[config.mk]
export PLATFORM = sky130hd
export DESIGN_NAME = uart_rx_cfg
export DESIGN_NICKNAME = d
export VERILOG_FILES = /design/src/rtl/uart_rx_cfg.sv
export SDC_FILE = /design/constraint.sdc
export NUM_CORES = 1
export LEC_CHECK = 0
export CAP_MARGIN = 15
export CORE_MARGIN = 4
export CORE_UTILIZATION = 52
export DETAILED_ROUTE_END_ITERATION = 10
export PLACE_DENSITY_LB_ADDON = 0.12
export SYNTH_ARGS = -nofsm -noshare
export SYNTH_HDL_FRONTEND = slang
export SYNTH_SLANG_ARGS = --single-unit
[constraint.sdc]
create_clock -name i_clk -period 2.2 [get_ports i_clk]
set_clock_uncertainty 0.2 [all_clocks]
set_input_delay 0.33 -clock i_clk [delete_from_list [all_inputs] [get_ports i_clk]]
set_output_delay 0.33 -clock i_clk [all_outputs]
set_load 0.005 [all_outputs]
[src/rtl/uart_rx_cfg.sv]
// Configurable UART receiver: sync, false-start reject, parity/frame/break flags.
// Define UART_RX_MAJORITY_EN for a 2-of-3 vote around each bit mid-point.
module uart_rx_cfg #(
    parameter int CLK_FREQ    = 250000,
    parameter int BAUD        = 9600,
    parameter int DATA_BITS   = 8,
    parameter int PARITY      = 0,
    parameter int STOP_BITS   = 1,
    parameter int SYNC_STAGES = 2
) (
    input  logic                 i_clk,
    input  logic                 i_rst_n,
    input  logic                 i_in,
    output logic [DATA_BITS-1:0] o_data,
    output logic                 o_valid,
    output logic                 o_parity_err,
    output logic                 o_frame_err,
    output logic                 o_break,
    output logic                 o_busy
);

    localparam int CPB = CLK_FREQ / BAUD;
    localparam int CW  = $clog2(CPB) + 1;
    localparam int IW  = $clog2(DATA_BITS + 1);
`ifdef UART_RX_MAJORITY_EN
    localparam int MOFS = 1;
`else
    localparam int MOFS = 0;
`endif
    localparam logic [CW-1:0] HALF_LD   = CW'(CPB / 2 - 1 + MOFS);
    localparam logic [CW-1:0] BIT_LD    = CW'(CPB - 1);
    localparam logic [IW-1:0] LAST_DATA = IW'(DATA_BITS - 1);
    localparam logic [IW-1:0] LAST_STOP = IW'(STOP_BITS - 1);

    typedef enum logic [2:0] {
        IDLE, START, DATA, PAR, STOP, WAIT_HIGH
    } state_t;

    state_t                 state;
    logic [SYNC_STAGES-1:0] sync;
    logic [SYNC_STAGES-1:0] fill;
    logic                   rxs;
    logic                   armed;
    logic                   bit_s;
    logic [CW-1:0]          cnt;
    logic [IW-1:0]          idx;
    logic [DATA_BITS-1:0]   sh;
    logic                   par;
    logic                   perr;
    logic                   ferr;
    logic                   zero;
    logic                   tick;

    assign rxs  = sync[SYNC_STAGES-1];
    assign tick = (cnt == '0);

    // armed only once a real high has reached rxs, so a low line at reset exit is ignored
    always_ff @(posedge i_clk or negedge i_rst_n) begin
        if (!i_rst_n) begin
            sync  <= '1;
            fill  <= '0;
            armed <= 1'b0;
        end else begin
            sync  <= {sync[SYNC_STAGES-2:0], i_in};
            fill  <= {fill[SYNC_STAGES-2:0], 1'b1};
            armed <= armed | (fill[SYNC_STAGES-1] & rxs);
        end
    end

`ifdef UART_RX_MAJORITY_EN
    logic [1:0] hist;

    always_ff @(posedge i_clk or negedge i_rst_n) begin
        if (!i_rst_n) hist <= '1;
        else          hist <= {hist[0], rxs};
    end

    assign bit_s = (hist[1] & hist[0]) | (hist[1] & rxs) | (hist[0] & rxs);
`else
    assign bit_s = rxs;
`endif

    always_ff @(posedge i_clk or negedge i_rst_n) begin
        if (!i_rst_n) begin
            state        <= IDLE;
            cnt          <= '0;
            idx          <= '0;
            sh           <= '0;
            par          <= 1'b0;
            perr         <= 1'b0;
            ferr         <= 1'b0;
            zero         <= 1'b0;
            o_data       <= '0;
            o_valid      <= 1'b0;
            o_parity_err <= 1'b0;
            o_frame_err  <= 1'b0;
            o_break      <= 1'b0;
            o_busy       <= 1'b0;
        end else begin
            o_valid      <= 1'b0;
            o_parity_err <= 1'b0;
            o_frame_err  <= 1'b0;
            o_break      <= 1'b0;
            if (state != IDLE && !tick) cnt <= cnt - 1'b1;
            unique case (state)
                IDLE: begin
                    if (armed && !rxs) begin
                        state  <= START;
                        cnt    <= HALF_LD;
                        o_busy <= 1'b1;
                    end
                end
                START: begin
                    if (tick) begin
                        if (bit_s) begin
                            state  <= IDLE;
                            o_busy <= 1'b0;
                        end else begin
                            state <= DATA;
                            cnt   <= BIT_LD;
                            idx   <= '0;
                            par   <= 1'b0;
                            perr  <= 1'b0;
                            ferr  <= 1'b0;
                            zero  <= 1'b1;
                        end
                    end
                end
                DATA: begin
                    if (tick) begin
                        sh   <= {bit_s, sh[DATA_BITS-1:1]};
                        par  <= par ^ bit_s;
                        zero <= zero & ~bit_s;
                        cnt  <= BIT_LD;
                        if (idx == LAST_DATA) begin
                            idx   <= '0;
                            state <= (PARITY != 0) ? PAR : STOP;
                        end else begin
                            idx <= idx + 1'b1;
                        end
                    end
                end
                PAR: begin
                    if (tick) begin
                        perr  <= (PARITY == 1) ? ~(par ^ bit_s) : (par ^ bit_s);
                        zero  <= zero & ~bit_s;
                        cnt   <= BIT_LD;
                        state <= STOP;
                    end
                end
                STOP: begin
                    if (tick) begin
                        cnt <= BIT_LD;
                        if (idx == LAST_STOP) begin
                            o_data       <= sh;
                            o_valid      <= 1'b1;
                            o_parity_err <= perr;
                            o_frame_err  <= ferr | ~bit_s;
                            o_break      <= zero & ((idx != '0) | ~bit_s);
                            if (bit_s) begin
                                state  <= IDLE;
                                o_busy <= 1'b0;
                            end else begin
                                state <= WAIT_HIGH;
                            end
                        end else begin
                            ferr <= ferr | ~bit_s;
                            zero <= zero & ((idx != '0) | ~bit_s);
                            idx  <= idx + 1'b1;
                        end
                    end
                end
                WAIT_HIGH: begin
                    if (rxs) begin
                        state  <= IDLE;
                        o_busy <= 1'b0;
                    end
                end
                default: begin
                    state  <= IDLE;
                    o_busy <= 1'b0;
                end
            endcase
        end
    end

endmodule

### Yosys cells after proc, flatten, opt, wreduce, memory -nomap -nowiden

Cells that the tools add are included.

| storage, ports and cells | value |
|---|---|
| register bits after elaboration | 43 |
| bits of input ports | 3 |
| output and inout bits | 13 |
| word-level logic and storage cells | 126 |

| operators by class | value |
|---|---|
| add/sub/neg operators | 2 |
| equal/unequal tests | 17 |
| multiplexer cells | 56 |
| bitwise operators | 9 |
| reductions and logical operators | 25 |

Operators by type and width:

| cell | number |
|---|---|
| 6-bit 2-to-1 mux | 5 |
| 1-bit 2-to-1 mux | 27 |
| 3-bit 2-to-1 mux | 9 |
| 4-bit 2-to-1 mux | 6 |
| 2-bit inequality test, second input constant | 10 |
| 3-bit one-hot mux with 6 select lines | 1 |
| 6-bit one-hot mux with 3 select lines | 1 |
| 4-bit one-hot mux with 3 select lines | 1 |
| 6-bit AND reduction | 2 |
| 5-bit AND reduction | 2 |
| 3-bit nonzero test | 3 |
| 4-bit AND reduction | 2 |
| 8-bit AND reduction | 1 |
| 3-bit by 2-bit == test with 1-bit output, second input constant | 2 |
| 3-bit == test, second input constant | 2 |
| 6-bit logical NOT | 1 |
| 1-bit one-hot mux with 2 select lines | 3 |
| 2-bit nonzero test | 3 |
| 6-bit by 1-bit subtractor with 6-bit output, second input constant | 1 |
| 1-bit one-hot mux with 5 select lines | 1 |
| 4-bit by 1-bit adder with 4-bit output, second input constant | 1 |
| 4-bit by 3-bit == test with 1-bit output, second input constant | 1 |
| 4-bit logical NOT | 1 |
| 4-bit nonzero test | 1 |
| other kinds (15) | 22 |

### Longest topological paths before layout

Gate-level depths: netlist (run 1).

| depth | value |
|---|---|
| depth in word-level cells | 7 |
| gate-level depth with buffers | 6 |
| depth with buffers taken out | 6 |

### Worst setup path before layout (run 1)

No wires, ideal clock.

| path | value |
|---|---|
| path type | flip-flop to flip-flop |
| from | reg cnt[1] |
| to | reg o_data[0] |
| arrival time | 1.721 ns |
| path slack | 0.155 ns |
| cell stages (with the launch flop) | 7 |
| path buffers | 0 |
| path through | dfrtp_1 -> inv_1 -> ha_1 -> nor4b_2 -> nand2_2 -> nor2_4 -> mux2_2 |

| between the ends | value |
|---|---|
| word-level cells in the longest chain between the ends | 2 |

RTL lines:

| item | line | RTL |
|---|---|---|
| start, declared | 45 | `logic [CW-1:0] cnt;` |
| start signal, assigned | 104 | `if (state != IDLE && !tick) cnt <= cnt - 1'b1;` |
| 6-bit logical NOT | 55 | `assign tick = (cnt == '0);` |
| 3-bit AND reduction (no source line) | n/a |  |
| end signal, assigned | 155 | `o_data <= sh;` |
| end, declared | 14 | `output logic [DATA_BITS-1:0] o_data,` |

Every way passes these cells.
A chain may end at the register's enable or synchronous reset.

### Worst setup path after layout (run 1)

| path | value |
|---|---|
| from | reg cnt[0] |
| to | reg state[1] |

| between the ends | value |
|---|---|
| word-level cells in the longest chain between the ends | 3 |

RTL lines:

| item | line | RTL |
|---|---|---|
| 6-bit logical NOT (*) | 55 |  |
| 2-bit inequality test (no source line) | n/a |  |
| 8-bit AND reduction (no source line) (*) | n/a |  |
| end signal, assigned | 137 | `state <= (PARITY != 0) ? PAR : STOP;` |
| end, declared | 39 | `state_t state;` |

Every way passes the cells marked *; elsewhere a longest branch is shown, timed or not.

==> results.yml, run 1 <==
setup_path:
  crit_path_start_kind: "register"
  cp.required_ps: 2190
  critPathCaptureType: "register"
  r2r_start: "cnt[0]"
  cp_max_fo: 8
  ff2ff_path_depth: 6
  path_class: "reg -> reg"
  ff2ff_setup_slack_ps: 30
  crit_arrival_ps: 2150
  r2r_end: "state[1]"
logic_synthesis:
  synth_seq_cells: 43
  syn_nets: 190
  ys_seq_area_frac: 0.509
  avgSynthCellArea_sq_um: 11.5
  synthesis.area_sq_um: 2120
  yosysWarnings: 0
  synth.distinct_cells: 56
  synthFlopType: "dfrtp_1"
  async_flop_share: 1.00
  netlist_instances: 184
  synth_edf_count: 0
pwr:
  intPower_mw: 1.46
  sw_frac_of_total: 0.342
  p_comb_frac: 0.318
  leakagePower_nw: 1.07
  clkPwrFrac: 0.217
  pwr-share-seq: 0.464
  p_switching_uw: 756
  p_per_area_nw_per_um2: 886
  ir_drop_v: 0.000365
floorplan:
  die_w_um: 71.8
  die_area_sq_um: 5160
  pin_count: 16
  initial_utilization: 0.557
  rows: 22
  coreArea_sq_um: 3800
  die_h_um: 71.8
finish:
  instances_no_fill: 259
  fillerInstances: 276
  register_area_sq_um: 1080
  layout-drive-gt1-share: 0.275
  antenna-diode-count: 0
  area_growth_pct: 17.8
  final_core_util: 0.657
  nets: 216
  multiInputGateArea_sq_um: 985
clock_tree:
  insertion_delay_ps: 290
  numCtsBuffers: 5
  htreeDepth: 2
  clk_pin_slew_ps: 80
  clock-sinks: 43
  clock_path_buffers: 2
  cts-root-buf: "clkbuf_8"
  cts_tree: "built"
timing:
  fin_crit_ps: 2170
  setup_violations: 0
  finalMaxSlewViolations: 0
  max_freq_mhz: 462
  fin_ws_ps: 34.4
  slew_headroom: 0.618
  worst_slew_pin_slew_ps: 572
  rsz0062_at_grt: "true"
  fin_setup_tns_ps: 0
  min_period_over_period: 0.984
  finalHoldViolCount: 0
route:
  drt_pass1_iterations: 6
  vias_per_cell: 5.76
  drt_iter0_drc: 114
  drc_errors: 0
  post_drt_wl_per_cell_um: 16.2
  wl_um: 4190
  ant_nets: 0
  vias: 1492
global_route:
  busiest_layer: "met2"
  use_met2: 0.305
  grt_max_degree: 44
  grtUsageMet1: 0.222
  grt_pass1_vias: 1599
  antenna_found_initial: 0
  grt_usage: 0.180
  gr-usage-met3: 0.0477
  overflow: 0
  grt_first_pass_wirelength_um: 7290
place:
  globalplace.congestion: 0.852
  hpwl_um: 3000
  placedCellCount: 248
  dp_slack_ps: -31.5
  port-buffer-count: 15
run:
  drv_cap: 0
hold_path:
  min-delay-start: "sync[0]"
  whs_path_depth: 0
  whs_endpoint: "sync[1]"
  hp-class: "reg -> reg"
status:
  outcome: "completed"
-- per-layer routing --
metal	vias up	share of wire
li1	720	-
met3	6	0.041
met4	0	0.013
met5	-	0
met2	33	0.50
met1	733	0.45
-- power groups by stage --
stage,combinational [mW],sequential (mW),clock (mW)
after floorplan,0.529,0.969,0
after global placement,0.622,1.02,0
after detailed placement,0.655,1.03,0
after CTS,0.690,1.01,0.496
after global routing,0.773,1.04,0.534
final,0.704,1.03,0.480
-- what timing repair did --
item	in CTS	in global routing
resized for setup	3	5
setup buffers	2	0
setup endpoints to repair	11	17
hold buffers	1	0
pin swaps	2	3
hold endpoints to repair	41	0
-- cells in the mapped netlist (all sizes together) (3+ instances only) --
| library cell | count | area, sq um |
|---|---|---|
| dfrtp | 41 | 1030 |
| nor2 | 8 | 45.0 |
| ha | 3 | 37.5 |
| clkbuf | 4 | 16.3 |
| buf | 6 | 32.5 |
| nand2 | 10 | 40.0 |
| xnor2 | 3 | 26.3 |
| a22o | 3 | 26.3 |
| nand3 | 8 | 40.0 |
| nor3b | 4 | 45.1 |
| nor3 | 8 | 56.3 |
| and3 | 5 | 36.3 |
| a21oi | 10 | 50.1 |
| mux2 | 16 | 180 |
| nand2b | 3 | 18.8 |
| o21ai | 6 | 33.8 |
| inv | 9 | 33.8 |
-- flip-flops by register name, summed over array words and instances (netlist names) --
signal	flops
o_valid	1
sync	2
par	1
ferr	1
o_busy	1
cnt	6
fill	2
zero	1
o_frame_err	1
idx	4
sh	8
perr	1
armed	1
state	3
o_parity_err	1
o_break	1
o_data	8
-- cells by family (layout without fill, tap and decap cells) --
logic type / count (synthesis) / in the layout / share of synthesized area
simple gates: 56 / 56 / 0.178
flops: 43 / 43 / 0.509
compound gates: 42 / 42 / 0.152
buf+inv: 19 / 46 / 0.0390
mux: 17 / 17 / 0.0898
fa+ha+maj: 3 / 3 / 0.0177
xor+xnor: 3 / 3 / 0.0124
other cells: 1 / 1 / 0.00177
-- cell type report --
class	instances	share of cell area
clock buffers	6	0.0291
clock inverters	2	0.00502
inverters	9	0.0135
multi-input cells	122	0.395
flip-flops and latches	43	0.432
well taps	48	0.0241
repair buffers	29	0.101
-- per-stage QoR --
step	instance area (sq um)	hold WS (ps)	total power, mW
global placement	2360	134	1.64
CTS	2480	169	2.20
detailed placement	2360	157	1.68
floorplan	2120	-166	1.50
finish	2490	167	2.21
global route	2490	173	2.35
-- worst max-delay path by stage --
stage                start        end  slack, ps  cells past startpoint
finish              cnt[0]   state[1]         30                      6
global route        cnt[0]   state[1]        -10                      6
CTS                 cnt[1]        par         30                      6
detailed placement  cnt[1]      sh[3]        -30                      5
global placement    cnt[1]      sh[4]         40                      5
floorplan           cnt[1]  o_data[0]        150                      6
-- cells in the final DEF, fill, tap and decap left out, drive strengths merged, types with 2 or more instances in the layout --
cell,synthesis,final
nor4b,2,2
clkbuf,4,6
nor3,8,8
nand2,10,10
nor2,8,8
and2,2,2
a21oi,10,10
or4b,2,2
xnor2,3,3
o21ai,6,6
o2111ai,2,2
a22o,3,3
a31oi,2,2
ha,3,3
dfrtp,41,41
a32o,2,2
nor3b,4,4
mux2,16,16
a211o,2,2
a311oi,2,2
inv,9,9
nand3,8,8
nand2b,3,3
clkdlybuf4s50,0,14
a2111oi,2,2
dfstp,2,2
buf,6,14
and3,5,5
-- critical path, cell delays in order, from the launching register on --
cell	delay, ps
dfrtp_1	420
inv_1	120
ha_4	160
or4b_4	530
nor2_4	250
o21ai_0	130
a22o_1	240
Note: power is estimated with default switching activity, not from simulation.
==> run 2, diff against run 1 <==
ABC_AREA = 1   (was not set)
==> run 2 against run 1 <==
  * Design area increased by 3.3%
  * Fmax increased by 14%
  * Global-route usage shrank 0.95 points
  * Combinational power rose by 69%
  * Critical path type unchanged
  * Largest cell class unchanged
==> results.yml, run 2 <==
route:
  vias_per_cell: 4.99
  vias: 1685
  ant_nets: 0
  drt_iter0_drc: 137
  drc_errors: 0
  wl_um: 4140
  post_drt_wl_per_cell_um: 12.2
  drt_pass1_iterations: 4
global_route:
  grtUsageMet1: 0.247
  use_met2: 0.241
  busiest_layer: "met1"
  grt_first_pass_wirelength_um: 7140
  grt_max_degree: 44
  grt_pass1_vias: 1567
  overflow: 0
  grt_usage: 0.171
  antenna_found_initial: 0
  gr-usage-met3: 0.0446
clock_tree:
  insertion_delay_ps: 300
  htreeDepth: 2
  cts-root-buf: "clkbuf_8"
  clock_path_buffers: 2
  numCtsBuffers: 5
  cts_tree: "built"
  cts_setup_buffers: 0
  cts_resized: 0
  clk_pin_slew_ps: 80
  clock-sinks: 43
finish:
  final_common_cell: "nand2_1"
  instances_no_fill: 338
  nets: 293
  largestRegisters: "o_data: 8 flops, sh: 8 flops, cnt: 6 flops"
  final_area_sq_um: 2580
  area_growth_pct: 13.1
  final_core_util: 0.626
  layout-drive-gt1-share: 0.181
  layout_common_cells: "nand2_1, dfrtp_1, inv_1, nor2_1, nand3_1"
  antenna-diode-count: 0
setup_path:
  cp.required_ps: 2190
  path_class: "reg -> reg"
  ff2ff_setup_slack_ps: 310
  cp_cell_sequence: "inv_1 > ha_1 > nand3_2 > nand2_1 > nand2_1 > nor2_2 > nand2_1 > nand2_1 > nand2_1"
  slowest_stage: "dfrtp_1"
  cp_top_family: "simple AND/OR/NAND/NOR gates"
  crit_path_start_kind: "register"
  cp_num_buf_inv: 1
  crit_arrival_ps: 1890
  slowest_delay_ps: 360
  critPathCaptureType: "register"
  cp_max_fo: 8
  r2r_end: "state[0]"
  crit_path_start: "cnt[0]"
  r2r_start: "cnt[0]"
  crit_top_cell: "nand2_1"
  ff2ff_path_depth: 9
logic_synthesis:
  synth_common_cells: "nand2_1, dfrtp_1, inv_1, nand3_1, nor2_1"
  yosysTopAreaCell: "dfrtp_1"
  synthesis.area_sq_um: 2280
  synthFlopType: "dfrtp_1"
  syn_nets: 274
  netlist_instances: 268
  avgSynthCellArea_sq_um: 8.51
  synth.distinct_cells: 33
  synth_edf_count: 0
  async_flop_share: 1.00
  synth_top_area_frac: 0.450
  ys_seq_area_frac: 0.473
  yosysWarnings: 0
  synth.most_common_cell: "nand2_1"
  synthTopCellsByArea: "dfrtp_1, nand2_1, o21ai_2"
  synth_seq_cells: 43
pwr:
  intPower_mw: 1.67
  p_per_area_nw_per_um2: 1120
  p_switching_mw: 1.21
  clkPwrFrac: 0.214
  sw_frac_of_total: 0.419
  leakagePower_nw: 1.30
  ir_drop_v: 0.000538
  power_mw: 2.88
  p_comb_frac: 0.411
  pwr-share-seq: 0.375
timing:
  max_freq_mhz: 528
  min_period_over_period: 0.861
  holdWs_ps: 156
  rsz0062_at_grt: "false"
  finalMaxSlewViolations: 0
  finalHoldViolCount: 0
  fin_setup_tns_ps: 0
  fin_crit_ps: 1890
  setup_violations: 0
  fin_ws_ps: 306
floorplan:
  rows: 23
  initial_utilization: 0.554
  pin_count: 16
  coreArea_sq_um: 4120
  die_w_um: 74.2
  die_h_um: 74.2
  die_area_sq_um: 5510
hold_path:
  hp-class: "reg -> reg"
  whs_path_depth: 0
  min-delay-start: "fill[0]"
  whs_endpoint: "fill[1]"
place:
  port-buffer-count: 15
  dp_slack_ps: 329
  hpwl_um: 2900
  globalplace.congestion: 0.951
  placed_area_sq_um: 2450
  placedCellCount: 329
status:
  outcome: "completed"
run:
  drv_cap: 0
## run 2: cell types whose count changed after synthesis, sizes merged, moves of 7 or more
cell   change
nand2     +80
nor2      +22
inv       +18
mux2      -16
nand3     +16
o21ai     +16
nor3       -7
## run 2: cell families (layout without fill, tap and decap cells)
family	after synthesis	count (layout)	share of synthesized area
and+or+nand+nor	149	149	0.314
xor gates and xnor gates	5	5	0.0192
buffers and inverters	33	53	0.0703
other	1	1	0.00164
AOI/OAI and AO/OA	34	34	0.105
DFF	43	43	0.473
adders and majority gates	3	3	0.0165
## run 2: power groups by stage
| stage | logic [mW] | clock network [mW] | registers (mW) |
|---|---|---|---|
| floorplan | 1.04 | 0 | 1.02 |
| global placement | 1.19 | 0 | 1.09 |
| detailed placement | 1.18 | 0 | 1.10 |
| CTS | 1.20 | 0.637 | 1.08 |
| global route | 1.35 | 0.662 | 1.10 |
| finish | 1.19 | 0.616 | 1.08 |
## run 2: final cells by class
cell class | count | area (sq um)
multi-input combinational | 192 | 1040
sequential | 43 | 1080
inverter | 28 | 108
clock inverter | 3 | 43.8
clock buffer | 5 | 68.8
fill | 340 | 1540
tap | 50 | 62.6
timing repair buffer | 17 | 175
## run 2: worst max path at each step
stage,cells past startpoint,end,slack (ps)
after CTS,9,state[0],310
final,9,state[0],310
after floorplan,8,cnt[5],540
after detailed placement,9,state[0],330
after global placement,9,state[0],350
after global routing,9,state[0],180
## run 2: metal layers
layer	wire length (um)	share of wire	vias to the layer above
li1	-	-	883
met1	2090	0.50	762
met2	1770	0.43	30
met3	194	0.047	10
met4	92	0.022	0
met5	0	0	-
## run 2: timing repair
item | in CTS | in global routing
endpoints found under the hold margin | 41 | 0
setup endpoints to repair | 0 | 0
hold buffers | 1 | 0
